<file path="config.mk">
export PLATFORM = sky130hd
export DESIGN_NAME = pll_share_reset_sequencer
export DESIGN_NICKNAME = d
export VERILOG_FILES = /design/src/rtl/pll_seq_pkg.sv /design/src/rtl/sync_2ff.sv /design/src/rtl/pll_share_reset_sequencer.sv
export SDC_FILE = /design/constraint.sdc
export NUM_CORES = 1
export LEC_CHECK = 0
export ABC_AREA = 1
export ABC_CLOCK_PERIOD_IN_PS = 2250
export CORE_MARGIN = 3
export CORE_UTILIZATION = 35
export CTS_BUF_LIST = sky130_fd_sc_hd__clkbuf_8 sky130_fd_sc_hd__clkbuf_16
export DETAILED_ROUTE_END_ITERATION = 7
export GPL_TIMING_DRIVEN = 0
export PLACE_DENSITY = 0.63
export SYNTH_ARGS = -nofsm -noshare
export SYNTH_HDL_FRONTEND = slang
export SYNTH_SLANG_ARGS = --single-unit
</file>
<file path="constraint.sdc">
create_clock -name clk -period 2.25 [get_ports clk]
set_input_delay 0.225 -clock clk [delete_from_list [all_inputs] [get_ports clk]]
set_output_delay 0.225 -clock clk [all_outputs]
set_load 0.005 [all_outputs]
</file>
<file path="src/rtl/pll_seq_pkg.sv">
// Shared types for the PLL powerdown/reset sequencer.
package pll_seq_pkg;

   localparam int unsigned STATE_W  = 2;
   localparam int unsigned RELOCK_W = 8;

   // Raw state vector width, for anything that carries the state outside the FSM
   typedef logic [STATE_W-1:0] state_t;

   // Sequencer states
   typedef enum logic [STATE_W-1:0] {
      ST_PD        = 2'd0,
      ST_MCGB      = 2'd1,
      ST_WAIT_LOCK = 2'd2,
      ST_LOCKED    = 2'd3
   } pll_state_e;

endpackage

</file>
<file path="src/rtl/sync_2ff.sv">
// Single-bit two-flop synchronizer with synchronous active-high clear.
module sync_2ff (
   input  logic clk,
   input  logic reset,
   input  logic d_i,
   output logic q_o
);

   logic meta_q;
   logic sync_q;

   // Two-stage capture of the asynchronous input
   always_ff @(posedge clk) begin
      if (reset) begin
         meta_q <= 1'b0;
         sync_q <= 1'b0;
      end else begin
         meta_q <= d_i;
         sync_q <= meta_q;
      end
   end

   assign q_o = sync_q;

endmodule

</file>
<file path="src/rtl/pll_share_reset_sequencer.sv">
// Powerdown / MCGB reset / lock-qualification sequencer for one PLL shared by two requesters.
module pll_share_reset_sequencer
   import pll_seq_pkg::*;
#(
   parameter int unsigned PD_HOLD_CYCLES      = 100,
   parameter int unsigned MCGB_HOLD_CYCLES    = 20,
   parameter int unsigned LOCK_STABLE_CYCLES  = 1000,
   parameter int unsigned LOCK_TIMEOUT_CYCLES = 100000,
   parameter int unsigned CNT_W               = 17
) (
   input  logic                clk,
   input  logic                reset,
   input  logic                pll_locked,
   input  logic                pll_powerdown_a,
   input  logic                pll_powerdown_b,
   output logic                pll_powerdown,
   output logic                mcgb_rst,
   output logic                pll_locked_output,
   output logic                pll_locked_a,
   output logic                pll_locked_b,
   output logic                timeout_err,
   output logic [RELOCK_W-1:0] relock_count
);

   localparam logic [CNT_W-1:0] PD_LAST      = CNT_W'(PD_HOLD_CYCLES - 1);
   localparam logic [CNT_W-1:0] MCGB_LAST    = CNT_W'(MCGB_HOLD_CYCLES - 1);
   localparam logic [CNT_W-1:0] STABLE_LAST  = CNT_W'(LOCK_STABLE_CYCLES - 1);
   localparam logic [CNT_W-1:0] TIMEOUT_LAST = CNT_W'(LOCK_TIMEOUT_CYCLES - 1);

   pll_state_e          state_q;
   logic [CNT_W-1:0]    cnt_q;
   logic [CNT_W-1:0]    scnt_q;
   logic                pd_q;
   logic                mcgb_q;
   logic                locked_q;
   logic                locked_a_q;
   logic                locked_b_q;
   logic                timeout_q;
   logic [RELOCK_W-1:0] relock_q;

   logic                lock_s;
   logic                req_c;

   // Lock comes from the PLL analog domain; only the synchronized copy is used
   sync_2ff u_lock_sync (
      .clk   (clk),
      .reset (reset),
      .d_i   (pll_locked),
      .q_o   (lock_s)
   );

   // Either requester holding powerdown keeps the shared PLL down
   assign req_c = pll_powerdown_a | pll_powerdown_b;

   // Sequencer FSM, counters and registered outputs (outputs lag the state by one cycle)
   always_ff @(posedge clk) begin
      if (reset) begin
         state_q    <= ST_PD;
         cnt_q      <= '0;
         scnt_q     <= '0;
         pd_q       <= 1'b1;
         mcgb_q     <= 1'b1;
         locked_q   <= 1'b0;
         locked_a_q <= 1'b0;
         locked_b_q <= 1'b0;
         timeout_q  <= 1'b0;
         relock_q   <= '0;
      end else begin
         pd_q       <= (state_q == ST_PD);
         mcgb_q     <= (state_q == ST_PD) || (state_q == ST_MCGB);
         locked_q   <= (state_q == ST_LOCKED);
         locked_a_q <= (state_q == ST_LOCKED) && !pll_powerdown_a;
         locked_b_q <= (state_q == ST_LOCKED) && !pll_powerdown_b;
         timeout_q  <= 1'b0;
         cnt_q      <= cnt_q + CNT_W'(1);
         scnt_q     <= '0;

         case (state_q)
            ST_PD: begin
               if (cnt_q == PD_LAST) begin
                  // Minimum hold met; stay parked until both requesters let go
                  if (!req_c) begin
                     state_q <= ST_MCGB;
                     cnt_q   <= '0;
                  end else begin
                     cnt_q   <= cnt_q;
                  end
               end
            end

            ST_MCGB: begin
               if (req_c) begin
                  state_q <= ST_PD;
                  cnt_q   <= '0;
               end else if (cnt_q == MCGB_LAST) begin
                  state_q <= ST_WAIT_LOCK;
                  cnt_q   <= '0;
               end
            end

            ST_WAIT_LOCK: begin
               if (lock_s) begin
                  scnt_q <= scnt_q + CNT_W'(1);
               end
               if (req_c) begin
                  state_q <= ST_PD;
                  cnt_q   <= '0;
                  scnt_q  <= '0;
               end else if (lock_s && (scnt_q == STABLE_LAST)) begin
                  // Lock wins over a coincident timeout
                  state_q <= ST_LOCKED;
                  cnt_q   <= '0;
                  scnt_q  <= '0;
               end else if (cnt_q == TIMEOUT_LAST) begin
                  state_q   <= ST_PD;
                  cnt_q     <= '0;
                  scnt_q    <= '0;
                  timeout_q <= 1'b1;
               end
            end

            ST_LOCKED: begin
               cnt_q <= '0;
               if (req_c) begin
                  state_q <= ST_PD;
               end else if (!lock_s) begin
                  // Unrequested lock loss is counted; a request in the same cycle masks it
                  state_q <= ST_PD;
                  if (relock_q != {RELOCK_W{1'b1}}) begin
                     relock_q <= relock_q + RELOCK_W'(1);
                  end
               end
            end

            default: begin
               state_q <= ST_PD;
               cnt_q   <= '0;
            end
         endcase
      end
   end

   assign pll_powerdown     = pd_q;
   assign mcgb_rst          = mcgb_q;
   assign pll_locked_output = locked_q;
   assign pll_locked_a      = locked_a_q;
   assign pll_locked_b      = locked_b_q;
   assign timeout_err       = timeout_q;
   assign relock_count      = relock_q;

endmodule

</file>
# [Word level (Yosys, flattened, before mapping)]
# Index checks and enable logic that the tools add are counted.
[word_totals] out_inout_bits=14 ff_bits=52 elab_cells=63
[op_classes] n_mux=19 eq_ne=14 n_reduce_logical=11 add_sub_neg=3 bitwise=4
[ops] operator="two-way mux 17 bit" count=7
[ops] operator="case mux 17 bit (4 select lines)" count=1
[ops] operator="adder 17 x 1 -> 17 bit (second input constant)" count=2
[ops] operator="two-way mux 2 bit" count=9
[ops] operator="equality test 17 x 10 -> 1 bit (second input constant)" count=1
[ops] operator="equality test 17 bit (second input constant)" count=1
[ops] operator="equality test 17 x 5 -> 1 bit (second input constant)" count=1
[ops] operator="equality test 17 x 7 -> 1 bit (second input constant)" count=1
[ops] operator="adder 8 x 1 -> 8 bit (second input constant)" count=1
[ops] operator="inequality test 8 bit (second input constant)" count=1
[ops] operator="case mux 2 bit (4 select lines)" count=1
[ops] operator="inequality test 3 bit (second input constant)" count=2
[ops] operator="OR reduction 6 bit" count=1
[ops] operator="AND reduction 5 bit" count=1
[ops] operator="equality test 2 bit (second input constant)" count=2
[ops] operator="inequality test 4 bit (second input constant)" count=1
[ops] operator="AND reduction 4 bit" count=1
[ops] operator="OR reduction 4 bit" count=1
[ops] operator="logical AND 1 bit" count=3
[ops] operator="inequality test 3 x 2 -> 1 bit (second input constant)" count=1
[ops] operator="inverter 1 bit" count=3
[ops] operator="equality test 2 x 1 -> 1 bit (second input constant)" count=1
[ops] operator="logical NOT 1 bit" count=2
[ops] operator="logical NOT 2 bit" count=1
[ops] operator="other kinds (5)" count=5

# [Longest topological paths before layout]
# Gate-level depths: netlist of the first run.
[depth] depth_word=5 mapped_depth=11 mapped_depth_nobuf=11

# [Cells and area by module]
# A second synthesis of the first run with hierarchy kept.
[hier_totals] cells_unflattened=374 area_unflattened_um2=2638.8
[modules_own_cells] mod="pll_share_reset_sequencer" area_per_inst_um2=2583.7 n_inst=1 cells_per_inst=368 seq_area_each_um2=1001.0
[modules_own_cells] mod="sync_2ff" area_per_inst_um2=55.1 n_inst=1 cells_per_inst=6 seq_area_each_um2=40.0

# [Worst setup path before layout of the first run]
# No wires, ideal clock.
[synth_path] path_type="reg2reg" start="reg cnt_q[0]" end="reg cnt_q[12]" n_path_buf=1 t_required_ns=2.140 stages_incl_launch_ff=10 setup_slack_ns=0.733 arrival_time_ns=1.407 cell_sequence="dfxtp_1 > ha_1 > inv_1 > nor3_1 > nand3_2 > nand2_1 > nand4_2 > buf_6 > nand3_1 > inv_1"
[synth_via] elab_chain_cells=5 elab_cells_between_ends=12 classes_between="add/sub (1); eq/ne (4); mux (7)"
[synth_lines] item="start, declared" line="pll_share_reset_sequencer.sv:31" text="logic [CNT_W-1:0] cnt_q;"
[synth_lines] item="start signal, assigned" line="pll_share_reset_sequencer.sv:75" text="cnt_q <= cnt_q + CNT_W'(1);"
[synth_lines] item="start signal, assigned" line="pll_share_reset_sequencer.sv:86" text="cnt_q <= cnt_q;"
[synth_lines] item="adder 17 x 1 -> 17 bit / equality test 17 bit (equally long branches)" line="pll_share_reset_sequencer.sv:75, pll_share_reset_sequencer.sv:114"
[synth_lines] item="two-way mux 17 bit" line="pll_share_reset_sequencer.sv:114" text="end else if (cnt_q == TIMEOUT_LAST) begin"
[synth_lines] item="two-way mux 17 bit" line="pll_share_reset_sequencer.sv:109" text="end else if (lock_s && (scnt_q == STABLE_LAST)) begin"
[synth_lines] item="two-way mux 17 bit" line="pll_share_reset_sequencer.sv:105" text="if (req_c) begin"
[synth_lines] item="case mux 17 bit (4 select lines)" line="pll_share_reset_sequencer.sv:78" text="case (state_q)"
# Several ways; a longest one is shown, not always the timed one.
# A chain may end at the register's enable or synchronous reset.

# [Final worst setup path of the first run]
[layout_path] start="reg cnt_q[0]" end="reg cnt_q[2]"
# Same word-level chain as after synthesis.

==> flow_summary.yaml, run 1 <==
flow_run:
  maxCapViolCount: 0
floorplanning:
  die_height_um: 93.3
  start_util_pct: 36.4
  num_rows: 31
  io_pins: 19
  core_area_mm2: 0.00733
  die_width_um: 93.3
  die_area_mm2: 0.00871
setup_path:
  required_ps: 2490
  critPathCaptureType: "flip-flop"
  path_class: "reg2reg"
  cp.arrival_ps: 2050
  cp_slowest_cell: "dfxtp_1"
  slowest_delay_ps: 410
  critPathLaunchType: "flip-flop"
  critPathMaxFanout: 5
  path_cells: "ha_1, inv_1, nor3_1, nand3_2, nor2_4, inv_2, nand4_2, nand2_1, nor2_1"
place:
  dp_slack_ps: 341
  place_hpwl_mm: 4.24
  port_buffers: 18
  place_congestion: 0.802
finish:
  synthToLayoutAreaGrowth_pct: 14.9
  diodes: 0
  fill_cells: 745
  drive_gt1_share_pct: 9.38
  fin_nets: 412
route:
  firstDrtPassIters: 4
  top_layer_used: "met4"
  wire_per_inst_um: 10.9
  ant_nets: 0
  met3_length_um: 130
  totalWireLength_mm: 5.52
  viasPerCell: 4.60
  met2_length_mm: 2.57
  wl_met1_mm: 2.78
  via_count: 2320
  drc: 0
  drt_iter0_drc: 71
synthesis:
  synth_area_mm2: 0.00267
  syn_inst: 379
  synthArstFlopShare_pct: 0
  ys.flop_type: "dfxtp_1"
  yosys_warnings: 0
  syn_nets: 387
  ys_seq_elements: 52
  ys_types: 30
  synth_edf_count: 0
  synth.most_common_cell: "nand2_1"
  synthTopCellsByCount: "nand2_1, nor2_1, inv_1"
  synth_top_area_share_pct: 39.0
  synth.avg_cell_area_um2: 7.05
  synth.area.top_cells: "dfxtp_1, nand2_1, nor2_1, inv_1, nand3_1"
  yosysSeqAreaShare_pct: 39.0
  synth_area_leader_cell: "dfxtp_1"
timing:
  finalHoldViolations: 0
  slew_viol_final: 0
  max_freq_mhz: 554
  fin_crit_sh_pct: 80.2
  post-route-min-period_ps: 1800
  setup_tns_ps: 0
  max_slew.worst_pin.slew_ps: 545
  rsz0062_at_grt: "false"
  finalSetupViolations: 0
  fin_skew_ps: 12.2
  slew-limit-headroom_pct: 63.7
  fin_ws_ps: 446
grt:
  antenna_found_initial: 0
  grt_use_total_pct: 13.3
  grt_pass1_wl_mm: 9.50
  grt-ovfl-total: 0
  first_global_vias: 2172
  grt_max_degree: 19
power:
  total_leakage_power_nw: 1.24
  ir_worst_vdd_v: 0.000271
  total_power_mw: 1.55
  power.density_mw_per_mm2: 504
clock_network:
  htree_levels: 2
  cts_buffer_depth: 2
  ctsHoldBuffers: 0
  clock-root-buffer: "clkbuf_8"
  cts_resized: 0
  cts_tree: "done"
  cts_setup_buffers: 0
  worst_skew_pair.late_latency_ps: 310
  cts.sinks: 52
  path_clk_slew_ps: 110
  cts_inserted_buffers: 5
outcome:
  status: "complete, no violations"
hold_path:
  hold_path_class: "reg2reg"
==> routing by layer <==
layer,up-vias,GRT usage [%]
met5,-,0
met4,0,2.93
met3,2,2.49
met2,28,22.3
met1,1036,17.8
li1,1254,-
==> area by class of cell <==
class                   count  area [um^2]  area share, %
inverters                  60          225           7.34
repair buffers             18          180           5.87
clock buffers               5         68.8           2.24
clock inverters             3         26.3          0.856
well taps                  99          124           4.04
plain buffers               5         33.8           1.10
multi-input cells         262         1370           44.6
flip-flops and latches     52         1040           33.9
==> worst max-delay path, delay by kind of cell, from the launching register on <==
| family | cells | cell delay [ps] |
|---|---|---|
| adders and majority gates | 1 | 200 |
| DFF | 1 | 410 |
| buffers and inverters | 2 | 120 |
| and+or+nand+nor | 6 | 1020 |
==> where the power goes <==
part / internal [mW] / leakage [nW] / switching, mW
Clock: 0.228 / 0.0487 / 0.331
Sequential: 0.928 / 0.420 / 0.00826
Combinational: 0.0232 / 0.768 / 0.0302
Total: 1.18 / 1.24 / 0.369
==> kinds of logic after synthesis <==
kind of cell / after synthesis / synth area share (%)
xor+xnor: 14 / 4.59
flops: 52 / 39.0
fa+ha+maj: 3 / 1.41
buf+inv: 65 / 9.70
simple gates: 212 / 38.7
compound gates: 33 / 6.61
==> metrics by stage <==
step / cells / utilization, % / hold slack, ps / cell area (um^2)
2_1_floorplan: 379 / - / 304 / 2670
3_3_place_gp: 496 / 40.6 / 396 / 2970
3_5_place_dp: 496 / 40.6 / 399 / 2970
4_1_cts: 504 / 41.9 / 416 / 3070
5_1_grt: 504 / 41.9 / 434 / 3070
6_report: 504 / 41.9 / 413 / 3070
==> sequential cells by signal (all words and copies together), names as in the netlist, 2 cells and up <==
signal and count:
scnt_q 17, relock_count 8, state_q 2, cnt_q 17
==> cells in the final DEF, fill, tap and decap left out, types with 3 or more instances in the layout <==
| cell type | instances |
|---|---|
| nand3_1 | 26 |
| clkbuf_8 | 5 |
| nor2_4 | 4 |
| nor3b_1 | 8 |
| a21oi_1 | 16 |
| ha_1 | 3 |
| nand2_1 | 66 |
| a31oi_1 | 3 |
| dfxtp_1 | 52 |
| clkdlybuf4s50_1 | 18 |
| nor2_1 | 61 |
| nand4_1 | 10 |
| o21ai_0 | 10 |
| nor2_2 | 4 |
| nand3_2 | 6 |
| nor3_1 | 13 |
| nand2_2 | 4 |
| inv_1 | 58 |
| xor2_1 | 10 |
| xnor2_1 | 4 |
| nor3_2 | 4 |
==> final timing paths <==
check,start,to,slack [ps],cells after the start
setup / recovery,cnt_q[0]$_SDFFE_PP0P_,cnt_q[2]$_SDFFE_PP0P_,450,9
setup reg to reg,cnt_q[0]$_SDFFE_PP0P_,cnt_q[2]$_SDFFE_PP0P_,450,9
hold reg to reg,u_lock_sync.meta_q$_SDFF_PP0_,u_lock_sync.q_o$_SDFF_PP0_,410,2
hold / removal,u_lock_sync.meta_q$_SDFF_PP0_,u_lock_sync.q_o$_SDFF_PP0_,410,2
No activity file was read; power rests on OpenSTA's default activity.
==> run 2, diff against run 1 <==
--- a/config.mk
+++ b/config.mk
@@ -6,13 +6,13 @@
 export NUM_CORES = 1
 export LEC_CHECK = 0
 export ABC_AREA = 1
-export ABC_CLOCK_PERIOD_IN_PS = 2250
+export ABC_CLOCK_PERIOD_IN_PS = 1620
 export CORE_MARGIN = 3
 export CORE_UTILIZATION = 35
 export CTS_BUF_LIST = sky130_fd_sc_hd__clkbuf_8 sky130_fd_sc_hd__clkbuf_16
 export DETAILED_ROUTE_END_ITERATION = 7
 export GPL_TIMING_DRIVEN = 0
-export PLACE_DENSITY = 0.63
+export PLACE_DENSITY = 0.65
 export SYNTH_ARGS = -nofsm -noshare
 export SYNTH_HDL_FRONTEND = slang
 export SYNTH_SLANG_ARGS = --single-unit
==> constraint.sdc (replaced) <==
create_clock -name clk -period 1.62 [get_ports clk]
set_input_delay 0.162 -clock clk [delete_from_list [all_inputs] [get_ports clk]]
set_output_delay 0.162 -clock clk [all_outputs]
set_load 0.005 [all_outputs]
==> run 2 against run 1 <==
The run now ends with negative setup slack left. Power is 41% higher. Largest power group unchanged. Critical path type unchanged. Register-to-register slack worse by 450 ps. Final cell count up 2.2%. Die area did not move. Core utilization is 4.7 points higher. Clock skew fell by 6.6 ps. Non-clock buffer count up 12.
==> flow_summary.yaml, run 2 (same netlist as run 1, synthesis figures left out) <==
finish:
  final_cell_mix: "nand2_1, inv_1, nor2_1"
  synthToLayoutAreaGrowth_pct: 28.0
  final_common_cell: "nand2_1"
  fin_nets: 424
  diodes: 0
  fill_cells: 725
  final_cells: 515
  drive_gt1_share_pct: 23.6
grt:
  use_met2_pct: 22.0
  met1_usage_pct: 18.3
  first_global_vias: 2243
  grtUsageMet3_pct: 2.98
  antenna_found_initial: 0
  grt_max_degree: 15
  grt_pass1_wl_mm: 9.83
  grt-busiest-layer: "met2"
  grt_use_total_pct: 13.8
  grt-ovfl-total: 0
hold_path:
  hold_path_class: "in2reg"
clock_network:
  cts_buffer_depth: 2
  cts_tree: "done"
  htree_levels: 2
  worst_skew_pair.late_latency_ps: 300
  clock-root-buffer: "clkbuf_8"
  cts_inserted_buffers: 5
  path_clk_slew_ps: 90
  cts.sinks: 52
setup_path:
  slowest_delay_ps: 380
  critPathLaunchType: "flip-flop"
  path_class: "reg2reg"
  path_delay_family: "simple AND/OR/NAND/NOR gates"
  critPathBufInv: 1
  critPathMaxFanout: 4
  cp.arrival_ps: 1820
  critPathCaptureType: "flip-flop"
  cp_slowest_cell: "dfxtp_4"
  path_cells: "ha_4, inv_4, nor3_4, nand3_2, a21oi_1, nand3_2, nor2_1, nor2_1"
  required_ps: 1820
place:
  port_buffers: 18
  place_congestion: 0.875
  dp_slack_ps: -242
  place_hpwl_mm: 4.24
  placedCellCount: 496
outcome:
  status: "complete, but fails checks"
  violations: "negative setup slack"
power:
  total_power_mw: 2.19
  share_comb_of_total_power_pct: 4.6
  power.density_mw_per_mm2: 640
  seqPwrFrac_pct: 59.7
  swShare_pct: 21.5
  total_leakage_power_nw: 1.37
  ir_worst_vdd_v: 0.000415
  switching_power_uw: 469
  power.share.clock_pct: 35.7
  internal-power_mw: 1.72
timing:
  finalHoldViolations: 0
  whs_ps: 383
  setup_tns_ps: -1.84
  rsz0062_at_grt: "true"
  fin_ws_ps: -1.84
  fin_crit_sh_pct: 100
  slew-limit-headroom_pct: 66.6
  max_freq_mhz: 617
  fin_skew_ps: 5.56
  slew_viol_final: 0
  post-route-min-period_ps: 1620
  max_slew.worst_pin.slew_ps: 501
  finalSetupViolations: 1
route:
  totalWireLength_mm: 6.05
  drc: 0
  firstDrtPassIters: 4
  wire_per_inst_um: 11.7
  viasPerCell: 4.80
  via_count: 2474
  ant_nets: 0
  drt_iter0_drc: 122
floorplanning:
  die_height_um: 93.3
  io_pins: 19
  die_area_mm2: 0.00871
  die_width_um: 93.3
  num_rows: 31
  start_util_pct: 36.4
  core_area_mm2: 0.00733
flow_run:
  maxCapViolCount: 0
-- run 2: cell types whose count changed in the layout (fill, tap and decap cells not counted), sizes merged --
cell    change
buf        +12
clkbuf      +2
clkinv      -2
inv         -1
-- run 2: final cells by class --
type                            count  area (um^2)  share of cell area, %
Buffer                              5         41.3                   1.21
Clock buffer                        7         96.3                   2.82
Tap cell                           99          124                   3.63
Sequential cell                    52         1060                   31.2
Inverter                           60          228                   6.66
Multi-Input combinational cell    262         1590                   46.4
Timing Repair Buffer               30          278                   8.13
-- run 2: repair_timing --
action / 4_1_cts / 5_1_grt
pin swaps: 4 / 14
setup buffers: 5 / 6
gates cloned: 0 / 1
setup endpoints to repair: 28 / 33
gates resized for setup: 11 / 64
hold buffers: 0 / 0
-- run 2: worst paths after layout --
| check | from | cells after the start | slack (ps) | endpoint |
|---|---|---|---|---|
| hold / removal | pll_locked | 3 | 380 | u_lock_sync.meta_q$_SDFF_PP0_ |
| setup reg to reg | cnt_q[1]$_SDFFE_PP0P_ | 8 | -2 | state_q[1]$_SDFFE_PP0P_ |
| hold reg to reg | u_lock_sync.meta_q$_SDFF_PP0_ | 2 | 410 | u_lock_sync.q_o$_SDFF_PP0_ |
| setup / recovery | cnt_q[1]$_SDFFE_PP0P_ | 8 | -2 | state_q[1]$_SDFFE_PP0P_ |
-- run 2: per-layer routing --
metal	part of all wire, %	wire length (um)
met5	0	0
met3	3.9	238
met2	46	2810
met4	2.1	128
met1	47	2870
-- run 2: power groups by stage --
stage          Clock (mW)  Sequential [mW]  Combinational, mW
2_1_floorplan           0             1.33             0.0494
3_3_place_gp            0             1.33             0.0738
3_5_place_dp            0             1.33             0.0755
4_1_cts             0.823             1.30             0.0766
5_1_grt             0.870             1.31              0.113
6_report            0.781             1.31              0.101
-- run 2: worst min-delay path: stages --
cell and delay, ps:
clkdlybuf4s50_1 400, inv_1 50, nor2_1 30
-- run 2: stage by stage --
step	instance area (um^2)	util, %
floorplan	2670	-
global placement	2970	40.6
detailed placement	2970	40.6
finish	3420	46.6
CTS	3140	42.9
global route	3420	46.6
==> run 3, diff against run 2 <==
--- a/config.mk
+++ b/config.mk
@@ -13,6 +13,7 @@
 export DETAILED_ROUTE_END_ITERATION = 7
 export GPL_TIMING_DRIVEN = 0
 export PLACE_DENSITY = 0.65
+export SLEW_MARGIN = 25
 export SYNTH_ARGS = -nofsm -noshare
 export SYNTH_HDL_FRONTEND = slang
 export SYNTH_SLANG_ARGS = --single-unit
==> results of run 3 <==
No change in the layout: final DEF, timing and power equal those of run 2.
